[src/rtl/spi_mem_pkg.sv]
// Shared opcodes and controller state encoding for the SPI serial-SRAM responder.
package spi_mem_pkg;

   localparam logic [7:0] OP_READ  = 8'h03;
   localparam logic [7:0] OP_WRITE = 8'h02;
   localparam logic [7:0] OP_RDSR  = 8'h05;

   typedef enum logic [2:0] {
      ST_IDLE,
      ST_CMD,
      ST_ADDR,
      ST_READ,
      ST_WRITE,
      ST_STATUS,
      ST_IGNORE
   } state_t;

endpackage

[src/rtl/spi_mem_responder_sync.sv]
// Brings the asynchronous SPI pins into the clk domain and flags SCLK edges.
module spi_pin_sync (
   input  logic clk,
   input  logic rst_n,
   input  logic sclk_in,
   input  logic cs_n_in,
   input  logic mosi_in,
   output logic cs_n_sync,
   output logic mosi_sync,
   output logic rise,
   output logic fall
);

   logic [1:0] sclk_ff;
   logic [1:0] cs_ff;
   logic [1:0] mosi_ff;
   logic       sclk_prev;

   // CS resets to "selected" so a select held across reset never looks like a fresh one.
   // The third stage keeps CS/MOSI aligned with the registered edge pulses.
   always_ff @(posedge clk or negedge rst_n) begin
      if (!rst_n) begin
         sclk_ff   <= 2'b00;
         cs_ff     <= 2'b00;
         mosi_ff   <= 2'b00;
         sclk_prev <= 1'b0;
         rise      <= 1'b0;
         fall      <= 1'b0;
         cs_n_sync <= 1'b0;
         mosi_sync <= 1'b0;
      end else begin
         sclk_ff   <= {sclk_ff[0], sclk_in};
         cs_ff     <= {cs_ff[0], cs_n_in};
         mosi_ff   <= {mosi_ff[0], mosi_in};
         sclk_prev <= sclk_ff[1];
         rise      <= sclk_ff[1] & ~sclk_prev;
         fall      <= ~sclk_ff[1] & sclk_prev;
         cs_n_sync <= cs_ff[1];
         mosi_sync <= mosi_ff[1];
      end
   end

endmodule

[src/rtl/spi_mem_responder.sv]
// SPI mode-0 target emulating a small serial SRAM (READ / WRITE / RDSR).
module spi_mem_responder
   import spi_mem_pkg::*;
#(
   parameter int          DEPTH     = 16,
   parameter logic [7:0]  STATUS_ID = 8'hA5,
   localparam int         AW        = $clog2(DEPTH)
) (
   input  logic          clk,
   input  logic          rst_n,
   input  logic          sclk_in,
   input  logic          cs_n_in,
   input  logic          mosi_in,
   output logic          miso_out,
   output logic          miso_oe_out,
   output logic          wr_pulse_out,
   output logic [AW-1:0] wr_addr_out,
   output logic [7:0]    wr_data_out
);

   state_t        state_q;
   state_t        state_d;
   logic          cs_n_sync;
   logic          mosi_sync;
   logic          rise;
   logic          fall;
   logic [2:0]    bit_cnt;
   logic [1:0]    addr_cnt;
   logic [7:0]    rx_shift;
   logic [7:0]    rx_next;
   logic [7:0]    tx_shift;
   logic          byte_done;
   logic [AW-1:0] addr;
   logic [AW-1:0] addr_inc;
   logic          rd_cmd;
   logic          seen_high;
   logic          mem_we;
   logic [7:0]    mem [DEPTH];

   spi_pin_sync u_sync (
      .clk       (clk),
      .rst_n     (rst_n),
      .sclk_in   (sclk_in),
      .cs_n_in   (cs_n_in),
      .mosi_in   (mosi_in),
      .cs_n_sync (cs_n_sync),
      .mosi_sync (mosi_sync),
      .rise      (rise),
      .fall      (fall)
   );

   assign rx_next   = {rx_shift[6:0], mosi_sync};
   assign byte_done = rise && (bit_cnt == 3'd7);
   assign addr_inc  = addr + AW'(1);

   always_ff @(posedge clk or negedge rst_n) begin
      if (!rst_n) state_q <= ST_IDLE;
      else        state_q <= state_d;
   end

   // A deasserted CS overrides everything, including a byte completing in the same cycle.
   always_comb begin
      state_d = state_q;
      mem_we  = 1'b0;
      if (cs_n_sync) begin
         state_d = ST_IDLE;
      end else begin
         case (state_q)
            ST_IDLE:  if (seen_high) state_d = ST_CMD;
            ST_CMD:
               if (byte_done) begin
                  if (rx_next == OP_READ || rx_next == OP_WRITE) state_d = ST_ADDR;
                  else if (rx_next == OP_RDSR)                   state_d = ST_STATUS;
                  else                                           state_d = ST_IGNORE;
               end
            ST_ADDR:
               if (byte_done && addr_cnt == 2'd2) state_d = rd_cmd ? ST_READ : ST_WRITE;
            ST_WRITE: mem_we = byte_done;
            default:  ;
         endcase
      end
   end

   // Bit/byte bookkeeping, TX shifter and the write strobe; seen_high gates selection after reset.
   always_ff @(posedge clk or negedge rst_n) begin
      if (!rst_n) begin
         bit_cnt      <= '0;
         addr_cnt     <= '0;
         rx_shift     <= '0;
         tx_shift     <= '0;
         addr         <= '0;
         rd_cmd       <= 1'b0;
         seen_high    <= 1'b0;
         miso_out     <= 1'b0;
         miso_oe_out  <= 1'b0;
         wr_pulse_out <= 1'b0;
         wr_addr_out  <= '0;
         wr_data_out  <= '0;
      end else begin
         wr_pulse_out <= 1'b0;
         if (cs_n_sync) begin
            seen_high   <= 1'b1;
            bit_cnt     <= '0;
            addr_cnt    <= '0;
            rx_shift    <= '0;
            miso_out    <= 1'b0;
            miso_oe_out <= 1'b0;
         end else if (state_q != ST_IDLE) begin
            if (rise) begin
               bit_cnt  <= bit_cnt + 3'd1;
               rx_shift <= rx_next;
            end
            if (fall && (state_q == ST_READ || state_q == ST_STATUS)) begin
               miso_out    <= tx_shift[7];
               tx_shift    <= {tx_shift[6:0], 1'b0};
               miso_oe_out <= 1'b1;
            end
            case (state_q)
               ST_CMD:
                  if (byte_done) begin
                     rd_cmd   <= (rx_next == OP_READ);
                     tx_shift <= STATUS_ID;
                  end
               ST_ADDR:
                  if (byte_done) begin
                     addr     <= rx_next[AW-1:0];
                     addr_cnt <= addr_cnt + 2'd1;
                     tx_shift <= mem[rx_next[AW-1:0]];
                  end
               ST_READ:
                  if (byte_done) begin
                     addr     <= addr_inc;
                     tx_shift <= mem[addr_inc];
                  end
               ST_STATUS:
                  if (byte_done) tx_shift <= STATUS_ID;
               ST_WRITE:
                  if (byte_done) begin
                     wr_pulse_out <= 1'b1;
                     wr_addr_out  <= addr;
                     wr_data_out  <= rx_next;
                     addr         <= addr_inc;
                  end
               default: ;
            endcase
         end
      end
   end

   // Storage is deliberately unreset so contents survive CS cycles like a real SRAM.
   always_ff @(posedge clk) begin
      if (mem_we) mem[addr] <= rx_next;
   end

endmodule

[config.mk]
export PLATFORM = sky130hd
export DESIGN_NAME = spi_mem_responder
export DESIGN_NICKNAME = d
export VERILOG_FILES = /design/src/rtl/spi_mem_pkg.sv /design/src/rtl/spi_mem_responder_sync.sv /design/src/rtl/spi_mem_responder.sv
export SDC_FILE = /design/constraint.sdc
export NUM_CORES = 1
export LEC_CHECK = 0
export CAP_MARGIN = 40
export CORE_MARGIN = 1
export CORE_UTILIZATION = 52
export DETAILED_ROUTE_END_ITERATION = 8
export MAX_ROUTING_LAYER = met4
export PLACE_DENSITY = 0.68
export SETUP_SLACK_MARGIN = 0.4
export SYNTH_ARGS = -nofsm -noshare
export SYNTH_HDL_FRONTEND = slang
export SYNTH_SLANG_ARGS = --single-unit
export TNS_END_PERCENT = 50
[constraint.sdc]
create_clock -name clk -period 2.6 [get_ports clk]
set_clock_uncertainty 0.1 [all_clocks]
set_input_delay 0.78 -clock clk [delete_from_list [all_inputs] [get_ports clk]]
set_output_delay 0.78 -clock clk [all_outputs]
set_load 0.03 [all_outputs]
# Word-level counts from Yosys, hierarchy flattened
# Memory sizes are Yosys's and may differ from the RTL's.
# Index checks and enable logic that the tools add are counted.
# W data, S select, Z words.
# word_totals
register_bits,55
mem_bits_rw,128
inputBits,5
out_inout_bits,15
wordCells,109
n_memories,1
# mem_list
memory,words,width,rd,rd_clocked_by_memory_dff,write_ports,line,text
mem,16,8,2,0,1,spi_mem_responder.sv:38,logic [7:0] mem [DEPTH];
# classes
n_addsub,3
eq_ne,15
n_mux,40
n_bitwise,5
n_reduce_logical,24
# ops
operator,n
$mux W8,4
$mux W3,9
$pmux W8 S3,1
$mux W7,3
$eq A8 B2 Y1 const B,2
$mux W1,14
$reduce_and A4 Y1,3
$reduce_bool A2 Y1,6
$mux W2,5
$eq A3 B3 Y1 const B,3
$ne A3 B2 Y1 const B,3
$pmux W3 S3,1
$eq A8 B3 Y1 const B,1
$mux W4,2
$pmux W4 S2,1
$eq A3 B2 Y1 const B,2
$reduce_and A2 Y1,3
$reduce_and A5 Y1,1
$add A4 B1 Y4 const B,1
$reduce_bool A4 Y1,1
$reduce_or A2 Y1,2
$add A3 B1 Y3 const B,1
$eq A3 B1 Y1 const B,1
$logic_and A1 B1 Y1,3
other kinds (10),14

# Depth between registers and ports, before layout
# logic_depth
word_depth,6
ltp_mapped,11
depth_no_buf,8

# Cells and area by module
# A second synthesis with hierarchy kept.
# hier_totals
cells_unflattened,583
hier_area_um2,8638.3
# modules_own_cells
module,n_inst,cells_per_inst,area_each_um2,seq_area_each_um2
spi_mem_responder,1,570,8348.0,4944.7
spi_pin_sync,1,13,290.3,275.3

# Worst setup path before layout
# Ideal clock, no wire load.
# synth_timing
path_kind,register to register
startpoint,register addr[0]
endpoint,register tx_shift[3]
setup_time_ns,0.132
arrival_ns,2.600
required_time_ns,2.368
slack_ns,-0.232
path_stages_with_launch,11
path_buffers,4
period_less_slack_ns,2.832
path_cell_list,dfrtp_1 > buf_6 > buf_2 > inv_1 > ha_1 > clkbuf_1 > clkbuf_1 > mux4_2 > mux2_2 > a221oi_1 > a21oi_1
# synth_between
elab_chain_cells,4
# synth_lines
element,line,text
start: declaration,spi_mem_responder.sv:33,logic [AW-1:0] addr;
start signal: assignment,spi_mem_responder.sv:126,addr <= rx_next[AW-1:0];
start signal: assignment,spi_mem_responder.sv:132,addr <= addr_inc;
start signal: assignment,spi_mem_responder.sv:142,addr <= addr_inc;
$add A4 B1 Y4,spi_mem_responder.sv:54,assign addr_inc = addr + AW'(1);
$mem_v2 Z16 W8,n/a,
$mux W8,spi_mem_responder.sv:131,if (byte_done) begin
$pmux W8 S3,spi_mem_responder.sv:118,case (state_q)
end signal: assignment,spi_mem_responder.sv:115,"tx_shift <= {tx_shift[6:0], 1'b0};"
end signal: assignment,spi_mem_responder.sv:128,tx_shift <= mem[rx_next[AW-1:0]];
end signal: assignment,spi_mem_responder.sv:133,tx_shift <= mem[addr_inc];
end: declaration,spi_mem_responder.sv:31,logic [7:0] tx_shift;
# No other way between the ends.
# A chain may end at the register's enable or synchronous reset.

# Worst setup path in the final report
# layout_timing
startpoint,register wr_pulse_out
endpoint,output port wr_pulse_out
# layout_rtl
element,line,text
start: declaration,spi_mem_responder.sv:16,"output logic wr_pulse_out,"
start signal: assignment,spi_mem_responder.sv:96,wr_pulse_out <= 1'b0;
start signal: assignment,spi_mem_responder.sv:100,wr_pulse_out <= 1'b0;
start signal: assignment,spi_mem_responder.sv:139,wr_pulse_out <= 1'b1;
# No word-level cell between the ends.

==> flow_metrics.tcl <==
set metrics [dict create \
    slew_headroom_pct 52.9 \
    syn_nets 586 \
    ff2ff_setup_slack_ps 330 \
    post-route-period-util_pct 89.2 \
    die_area_um2 17000 \
    clockBufferDepth 2 \
    crit_family "buffers and inverters" \
    multi_input_area_um2 3300 \
    yosysTopAreaCellShare_pct 44.8 \
    cts-root-buf "clkbuf_16" \
    grt-ovfl-total 0 \
    die_y_um 130 \
    post_dp_cell_area_um2 9320 \
    ys_types 53 \
    worstPathArrival_ps 1440 \
    area_delta_synth_final_pct 20.1 \
    nets 661 \
    rsz0062_at_grt "true" \
    wl_per_cell_um 24.5 \
    antennaDiodeCount 0 \
    crit_fanout 1 \
    worst_slack_ps 282 \
    drv_slew 0 \
    via_count 5472 \
    avgSynthCellArea_um2 14.9 \
    critical_path_buf_inv_count 1 \
    status "completed" \
    drc_errors 0 \
    post-route-util_pct 64.4 \
    numCtsBuffers 17 \
    crit_type "reg -> out" \
    slowest_delay_ps 670 \
    io_pins 20 \
    worstMarginPinSlew_ps 706 \
    drive_above_1_share_pct 30.2 \
    synthCells 574 \
    setup_tns_ps 0 \
    drt_iter0_drc 687 \
    drtAntennaViolNets 0 \
    grt_pass1_vias 5517 \
    finalInstanceArea_um2 10300 \
    ys_warn_count 0 \
    dp_slack_ps 154 \
    routed_wl_mm 21.5 \
    vdd_drop_max_mv 0.547 \
    nFillCells 1161 \
    cts_tree "yes" \
    power_density_nw_per_um2 647 \
    grt_use_total_pct 28.1 \
    crit_slowest_cell "clkdlybuf4s50_1" \
    clock_latency_ps 440 \
    synth-edff-count 128 \
    ys_top_cells_by_area "edfxtp_1, dfrtp_1, mux4_2" \
    std_cell_rows 46 \
    placedCellCount 822 \
    hpwl_mm 14.4 \
    async_flop_share_pct 30.1 \
    ys.flop_type "edfxtp_1" \
    syn-cell-area_um2 8580 \
    grt_max_degree 56 \
    avgViaCountPerCell 6.23 \
    first_pass_iters 5 \
    cts_htree_levels 4 \
    die-width_um 130 \
    timing.fmax_mhz 431 \
    start_util_pct 53.6 \
    antenna_found_initial 0 \
    hold_buffers 0 \
    ys_seq_area_share_pct 60.8 \
    cp.required_ps 1720 \
    finalCriticalPeriod_ps 2320 \
    clkSinkCount 183 \
    cp-end-kind "output pin" \
    grt_pass1_wl_mm 32.4 \
    yosys_register_bits 183 \
    final_cells 878 \
    p_leak_nw 3.86 \
    gp_congestion 0.916 \
    startpoint_type "flop" \
    regArea_um2 5220 \
    cp_cell_sequence "clkdlybuf4s50_1" \
    finalPower_mw 6.67 \
    hp-class "in -> async" \
    port_buffers 19 \
    synth_top_area_cell "edfxtp_1" \
    clk_pin_slew_worst_paths_ps 70 \
    maxCapViolCount 0 \
    setup_viol 0 \
    worst_hold_slack_ps 236 \
    hold_violations 0 \
    core_um2 16000 \
]
placed cells by master, fill, tap and decap left out, types with 8 or more instances in the layout:
| cell | n |
|---|---|
| dlygate4sd2_1 | 13 |
| a21oi_1 | 20 |
| edfxtp_1 | 128 |
| o21ai_0 | 15 |
| buf_12 | 8 |
| mux4_1 | 8 |
| and2_1 | 9 |
| dfrtp_1 | 52 |
| mux2_2 | 15 |
| mux4_2 | 38 |
| nor2_1 | 26 |
| mux2i_1 | 54 |
| buf_4 | 57 |
| nand2_1 | 51 |
| o22ai_1 | 13 |
| clkbuf_16 | 18 |
flip-flops by register name (all words and copies together), names as in the netlist, 3 cells and up:
| name | flops |
|---|---|
| addr | 4 |
| bit_cnt | 3 |
| mem | 128 |
| rx_shift | 7 |
| state_q | 3 |
| tx_shift | 8 |
| wr_addr_out | 4 |
| wr_data_out | 8 |
path summary, 6_finish.rpt:
| path | depth (start not counted) | from | to |
|---|---|---|---|
| min in group clk | 0 | u_sync.sclk_ff[0]$_DFF_PN0_ | u_sync.sclk_ff[1]$_DFF_PN0_ |
| max in group asynchronous | 2 | rst_n | addr[0]$_DFFE_PN0P_ |
| worst max-delay path | 1 | wr_pulse_out$_DFF_PN0_ | wr_pulse_out |
| worst min-delay path | 2 | rst_n | tx_shift[1]$_DFFE_PN0P_ |
| worst max register to register | 8 | addr[0]$_DFFE_PN0P_ | tx_shift[5]$_DFFE_PN0P_ |
| worst min register to register | 0 | u_sync.sclk_ff[0]$_DFF_PN0_ | u_sync.sclk_ff[1]$_DFF_PN0_ |
worst reg2reg max path: stages (launching register included):
cell and delay [ps]:
dfrtp_2 410, inv_4 60, ha_4 280, buf_12 140, buf_12 140, mux4_1 330
mux2_2 290, a22oi_1 240, a41oi_1 140
kinds of logic (layout without fill, tap and decap cells):
family / after synthesis / after routing / share of synthesized area [%]
AOI/OAI and AO/OA: 85 / 85 / 6.33
xor gates and xnor gates: 3 / 3 / 0.394
adders and majority gates: 7 / 7 / 1.02
buffers and inverters: 43 / 131 / 2.44
DFF: 183 / 183 / 60.8
muxes: 119 / 119 / 21.4
and+or+nand+nor: 134 / 134 / 7.60
per-layer routing:
layer  track usage, %  share of wire (%)  vias to the layer above  wire (um)
met4             13.5                4.8                        0       1020
met5                -                  0                        -          0
met2             42.0                 47                      232      10100
li1                 -                  -                     2390          -
met1             37.2                 41                     2795       8890
met3             5.78                6.9                       55       1490
power breakdown:
group          leakage [nW]  internal (mW)  total [mW]  switching (mW)
clock network         0.301           1.45        2.64            1.19
registers              1.84           3.18        3.25          0.0771
logic                  1.72          0.316       0.778           0.462
cell type report:
class | instances | share of cell area [%]
clock buffers | 19 | 4.50
clock inverters | 13 | 1.49
inverters | 9 | 0.352
multi-input cells | 348 | 32.0
flip-flops and latches | 183 | 50.7
well taps | 216 | 2.62
repair buffers | 90 | 8.33
timing repair:
action | in CTS | in global routing
endpoints found under the setup margin | 152 | 138
setup buffers | 18 | 4
pin swaps | 5 | 1
gates cloned | 2 | 0
resized for setup | 55 | 9
Yosys cell counts, drive strengths merged, types with 2 or more instances:
library cell  number
and2              17
edfxtp           128
nor2              28
mux4              46
clkbuf            14
xor2               3
mux2i             55
nand3              3
nor2b              4
o22ai             13
inv                9
buf               20
a31o               2
a221oi             4
nand3b             2
ha                 7
nand2b             6
o21ai             17
a21oi             23
a31oi              3
dfrtp             55
nor3               5
a22oi              6
mux2              18
a41oi              2
nor3b              4
nand2             52
or3b               2
o221ai             4
or3                2
and3               3
o22a               4
(Power assumes the default switching activity.)
==> variant 1, RTL diff (same flow settings) <==
Encoding of `state_t`: now one-hot (7 bits for 7 states).
--- a/src/rtl/spi_mem_pkg.sv
+++ b/src/rtl/spi_mem_pkg.sv
@@ -5,14 +5,14 @@
    localparam logic [7:0] OP_WRITE = 8'h02;
    localparam logic [7:0] OP_RDSR  = 8'h05;
 
-   typedef enum logic [2:0] {
-      ST_IDLE,
-      ST_CMD,
-      ST_ADDR,
-      ST_READ,
-      ST_WRITE,
-      ST_STATUS,
-      ST_IGNORE
+   typedef enum logic [6:0] {
+      ST_IDLE   = 7'b0000001,
+      ST_CMD    = 7'b0000010,
+      ST_ADDR   = 7'b0000100,
+      ST_READ   = 7'b0001000,
+      ST_WRITE  = 7'b0010000,
+      ST_STATUS = 7'b0100000,
+      ST_IGNORE = 7'b1000000
    } state_t;
 
 endpackage
Formal check against the unedited RTL: no difference found for any inputs over 10 cycles, from zero or initial values and one cycle with rst_n low; not proved beyond that.
==> variant 1 against the original RTL <==
Routed wire length grew 3.3%; area after synthesis up 5.1%; first-iteration DRC count down 28%; final area rose by 5.1%; sequential cell count is 4 higher; setup slack worse by 0.10 ns; critical path depth up 5; sequential share of layout area fell by 1.5 points; critical path type is now register to register; largest cell class unchanged.
Power is not compared: it rests on default switching activity, and its combinational part moved more than twofold at a synthesized area within 25%.
==> variant 1: results (changes against the original RTL) <==
Layout
  – Number of nets in the final layout: 700 (+5.9%)
  – Non-filler instance count after layout: 921 (+4.9%)
  – Count of antenna diodes in the layout: 0 (unchanged)
  – Count of fill cells added during filler insertion: 1,174 (+1.1%)
  – Share of cells above drive strength 1: 31.2% (+1.0 points)

Critical path
  – Gate family responsible for the most delay along the worst path: multiplexers
  – CP peak stage delay: 0.51 ns (-0.16 ns)
  – Worst reg2reg setup slack: 0.18 ns (-0.15 ns)
  – Startpoint-to-endpoint class of the critical path: register to register
  – Worst reg2reg path depth: 6 (-2)
  – CP arrival: 2.63 ns (+1.19 ns)
  – Top fanout value on the critical path: 6 (+5)
  – Slowest library cell on the worst path: mux4_2
  – Crit path to: tx_shift[0]

Routing
  – Highest metal layer with signal wires: met4
  – Sum of met2 wire segment lengths after detailed routing: 10,800 µm (+7.3%)
  – Initial drt markers: 494 (-28%)
  – Wire length per cell after detailed routing: 24.1 µm (-1.5%)
  – Vias after detailed routing: 5,727 (+4.7%)
  – Routed length on met1: 9360 µm (+5.2%)
  – Met3 Routed Length: 1460 µm (-2.1%)

Synth
  – Netlist cell types: 62 (+17%)
  – Post-synthesis net count: 631 (+7.7%)
  – Most numerous cell types in the synthesized netlist: 128 x edfxtp_1, 58 x dfrtp_1, 45 x nand2_1
  – Fraction of registers with async set or reset after synthesis: 31.6% (+1.5 points)
  – Sequential fraction of the synthesis area: 59.0% (-1.8 points)
  – Biggest area contributors in the synthesized netlist: edfxtp_1 43%, dfrtp_1 16%, mux4_2 11%
  – Mean instance size in the synthesized netlist: 14.6 µm² (-2.5%)
  – Yosys warnings: 0 (unchanged)

Timing
  – Post-route worst hold slack: 0.218 ns (-0.0178 ns)
  – Number of pins exceeding their max-slew limit in the final report: 0 (unchanged)
  – Slew at the pin closest to its max-slew limit: 0.685 ns (-0.0218 ns)
  – Setup slack of the critical path after layout: 0.182 ns (-0.100 ns)

CTS
  – # Post-CTS Setup Buffers: 7 (-11)
  – Post-CTS resize count: 41 (-25%)
  – Max H-tree Level: 4 (unchanged)

Place
  – Routability congestion estimate: 0.923 (+0.82%)
  – Dpl cell area: 0.00992 mm² (+6.5%)
  – Worst slack at placement: -0.0261 ns (-0.180 ns)
  – Placed cell count: 876 (+6.6%)
  – Dpl hpwl: 15,200 µm (+5.4%)

Pwr
  – Pleak: 0.00419 µW
  – Post-layout total power: 6080 µW

Global routing
  – Largest net degree at the start of global routing: 44 (-21%)
  – Met1 layer usage reported by global route: 36.5% (-0.76 points)
  – Vias in the first global route: 5,838 (+5.8%)
  – Total Routing Usage GR: 27.3% (-0.88 points)
  – Met2 track utilization from global routing: 42.2% (+0.14 points)
  – Met3 Track Usage GR: 5.10% (-0.68 points)
  – First-pass GRT wire length: 34,300 µm (+5.7%)

Outcome
  – Run status: completed
variant 1: cell types whose count changed after synthesis, moves of 7 or more:
cell      before  now
a21oi_1       23   12
mux2i_1       55   40
mux4_1        12    0
mux2_2        18   25
nand3b_1       2   11
nor3_1         5   20
nand2_1       52   45
nor3b_1        3   24
mux4_2        34   44
o21ai_0       16    5
nor4_1         1   10
variant 1: layout make-up:
cell class | count | area (µm²) | area share, %
Tap cell | 220 | 275 | 2.54
Multi-Input combinational cell | 385 | 3650 | 33.7
Timing Repair Buffer | 92 | 933 | 8.62
Clock inverter | 13 | 163 | 1.50
Inverter | 5 | 26.3 | 0.243
Sequential cell | 187 | 5330 | 49.2
Clock buffer | 19 | 453 | 4.18
variant 1: cell families after synthesis:
logic type | after synthesis | synth area share (%)
xor gates and xnor gates | 8 | 0.860
DFF | 187 | 59.0
AOI/OAI and AO/OA | 70 | 5.84
muxes | 111 | 19.0
and+or+nand+nor | 189 | 11.7
buffers and inverters | 47 | 2.71
adders and majority gates | 7 | 0.971
==> variant 2, RTL diff (same settings) <==
Without the edit above. The parameter `DEPTH` goes from 16 to 8.
--- a/src/rtl/spi_mem_responder.sv
+++ b/src/rtl/spi_mem_responder.sv
@@ -2,7 +2,7 @@
 module spi_mem_responder
    import spi_mem_pkg::*;
 #(
-   parameter int          DEPTH     = 16,
+   parameter int          DEPTH     = 8,
    parameter logic [7:0]  STATUS_ID = 8'hA5,
    localparam int         AW        = $clog2(DEPTH)
 ) (
Interface: changed (resized wr_addr_out); port bits go from 20 to 19. No check against the original RTL was run, so the function may have changed too.
==> variant 2 against the original RTL <==
Clock power down 20%; final area down 38%; hold slack worse by 0.098 ns; sequential cell count down 66; routed wire length down 44%; total power down 28%; area after synthesis down 37%; setup slack better by 0.15 ns; highest routed layer unchanged.
==> variant 2: results (changes against the original RTL) <==
Synth
  – Biggest area contributors in the synthesized netlist: edfxtp_1 36%, dfrtp_1 25%, mux4_2 12%
  – Number of flops mapped to enable cells by yosys: 64 (-50%)
  – Post-synthesis net count: 391 (-33%)
  – Sequential fraction of the synthesis area: 60.5% (-0.32 points)
  – Most numerous cell types in the synthesized netlist: 64 x edfxtp_1, 53 x dfrtp_1, 43 x nand2_1
  – Netlist cell types: 55 (+3.8%)
  – Fraction of registers with async set or reset after synthesis: 45.3% (+15 points)

Place
  – Worst slack at placement: 0.349 ns (+0.195 ns)
  – Dpl cell area: 0.00578 mm² (-38%)
  – Dpl hpwl: 8290 µm (-42%)
  – Routability congestion estimate: 0.847 (-7.6%)
  – Count of buffers inserted at the top-level ports: 18 (-1)

Outcome
  – Run status: completed

Critical path
  – Slowest library cell on the worst path: dlygate4sd2_1
  – Crit path to: wr_addr_out[0]
  – CP arrival: 1.28 ns (-0.16 ns)
  – Worst reg2reg setup slack: 0.46 ns (+0.13 ns)
  – Beginning of the critical path: wr_addr_out[0]
  – Top fanout value on the critical path: 2 (+1)
  – Start of the worst register-to-register path: bit_cnt[1]
  – CP peak stage delay: 0.41 ns (-0.26 ns)

Routing
  – Length of the first detailed-routing pass in iterations: 4 (-1)
  – Vias after detailed routing: 3,336 (-39%)
  – Wire length reported by the detailed router: 11,900 µm (-44%)
  – Initial drt markers: 287 (-58%)

Pwr
  – IR Drop Worst-Case VDD: 545 µV (-0.46%)
  – Pleak: 0.00241 µW (-38%)
  – Power spent charging and discharging nets: 1330 µW (-23%)

Global routing
  – Vias in the first global route: 3,513 (-36%)
  – Total Routing Usage GR: 25.7% (-2.4 points)
  – First-pass GRT wire length: 19,600 µm (-40%)
  – Largest net degree at the start of global routing: 32 (-43%)

Timing
  – Setup slack of the critical path after layout: 0.436 ns (+0.154 ns)
  – Relative max-transition margin: 54.8% (+1.9 points)

Layout
  – Leading registers by flop count: mem (64), tx_shift (8), wr_data_out (8)
  – Share of cells above drive strength 1: 24.4% (-5.8 points)
  – Number of nets in the final layout: 430 (-35%)

CTS
  – CTS root buffer: clkbuf_8
  – Clock latency on the worst-skew pair: 0.52 ns (+0.08 ns)
[variant 2: cell count changes in the layout (fill, tap and decap cells not counted), moves of 7 or more]
cell / delta
a21oi_1: -11
edfxtp_1: -64
and2_4: -7
buf_4: -36
nand2_1: -8
mux2_2: -11
mux2i_1: -42
mux4_2: -10
[variant 2: layout make-up]
cell class / instances / area [µm²]
inverter: 9 / 35.0
fill: 748 / 3540
clock inverter: 14 / 119
sequential: 117 / 3250
timing repair buffer: 43 / 387
tap: 133 / 166
clock buffer: 18 / 418
multi-input combinational: 233 / 1990
[variant 2: through the flow]
stage	hold slack [ns]	util, %	cells
6_report	0.138	64.2	567
4_1_cts	0.141	63.8	566
3_5_place_dp	0.235	58.3	532
3_3_place_gp	0.232	58.3	532
5_1_grt	0.160	64.2	567
2_1_floorplan	0.231	-	382
[variant 2: cell families after synthesis]
kind of cell	synth area share, %
flops	60.5
simple gates	10.1
compound gates	8.46
mux	15.8
buf+inv	3.26
xor+xnor	0.933
fa+ha+maj	0.933
[variant 2: routing by layer]
metal  part of all wire (%)  track usage [%]
met2                     50             38.9
met5                      0                -
met1                     43             34.1
met4                    1.6             9.73
met3                    5.1             6.10
[variant 2: worst min path at each step]
stage                            from          endpoint  slack (ns)  depth (start not counted)
finish                          rst_n       miso_oe_out        0.14                          1
global route                    rst_n       miso_oe_out        0.16                          1
CTS                             rst_n       miso_oe_out        0.14                          1
detailed placement  u_sync.mosi_ff[1]  u_sync.mosi_sync        0.23                          0
global placement      u_sync.cs_ff[0]   u_sync.cs_ff[1]        0.23                          0
floorplan             u_sync.cs_ff[0]   u_sync.cs_ff[1]        0.23                          0
[variant 2: power groups by stage]
stage | sequential (µW) | clock, µW | combinational [µW]
after global routing | 2090 | 2220 | 720
after CTS | 2090 | 2130 | 643
after floorplan | 2110 | 0 | 483
after global placement | 2120 | 0 | 625
after detailed placement | 2120 | 0 | 635
final | 2090 | 2100 | 647
[variant 2: what timing repair did]
action	4_1_cts	5_1_grt
endpoints found under the setup margin	30	77
resized for setup	14	6
setup buffers	2	1
pin swaps	1	0
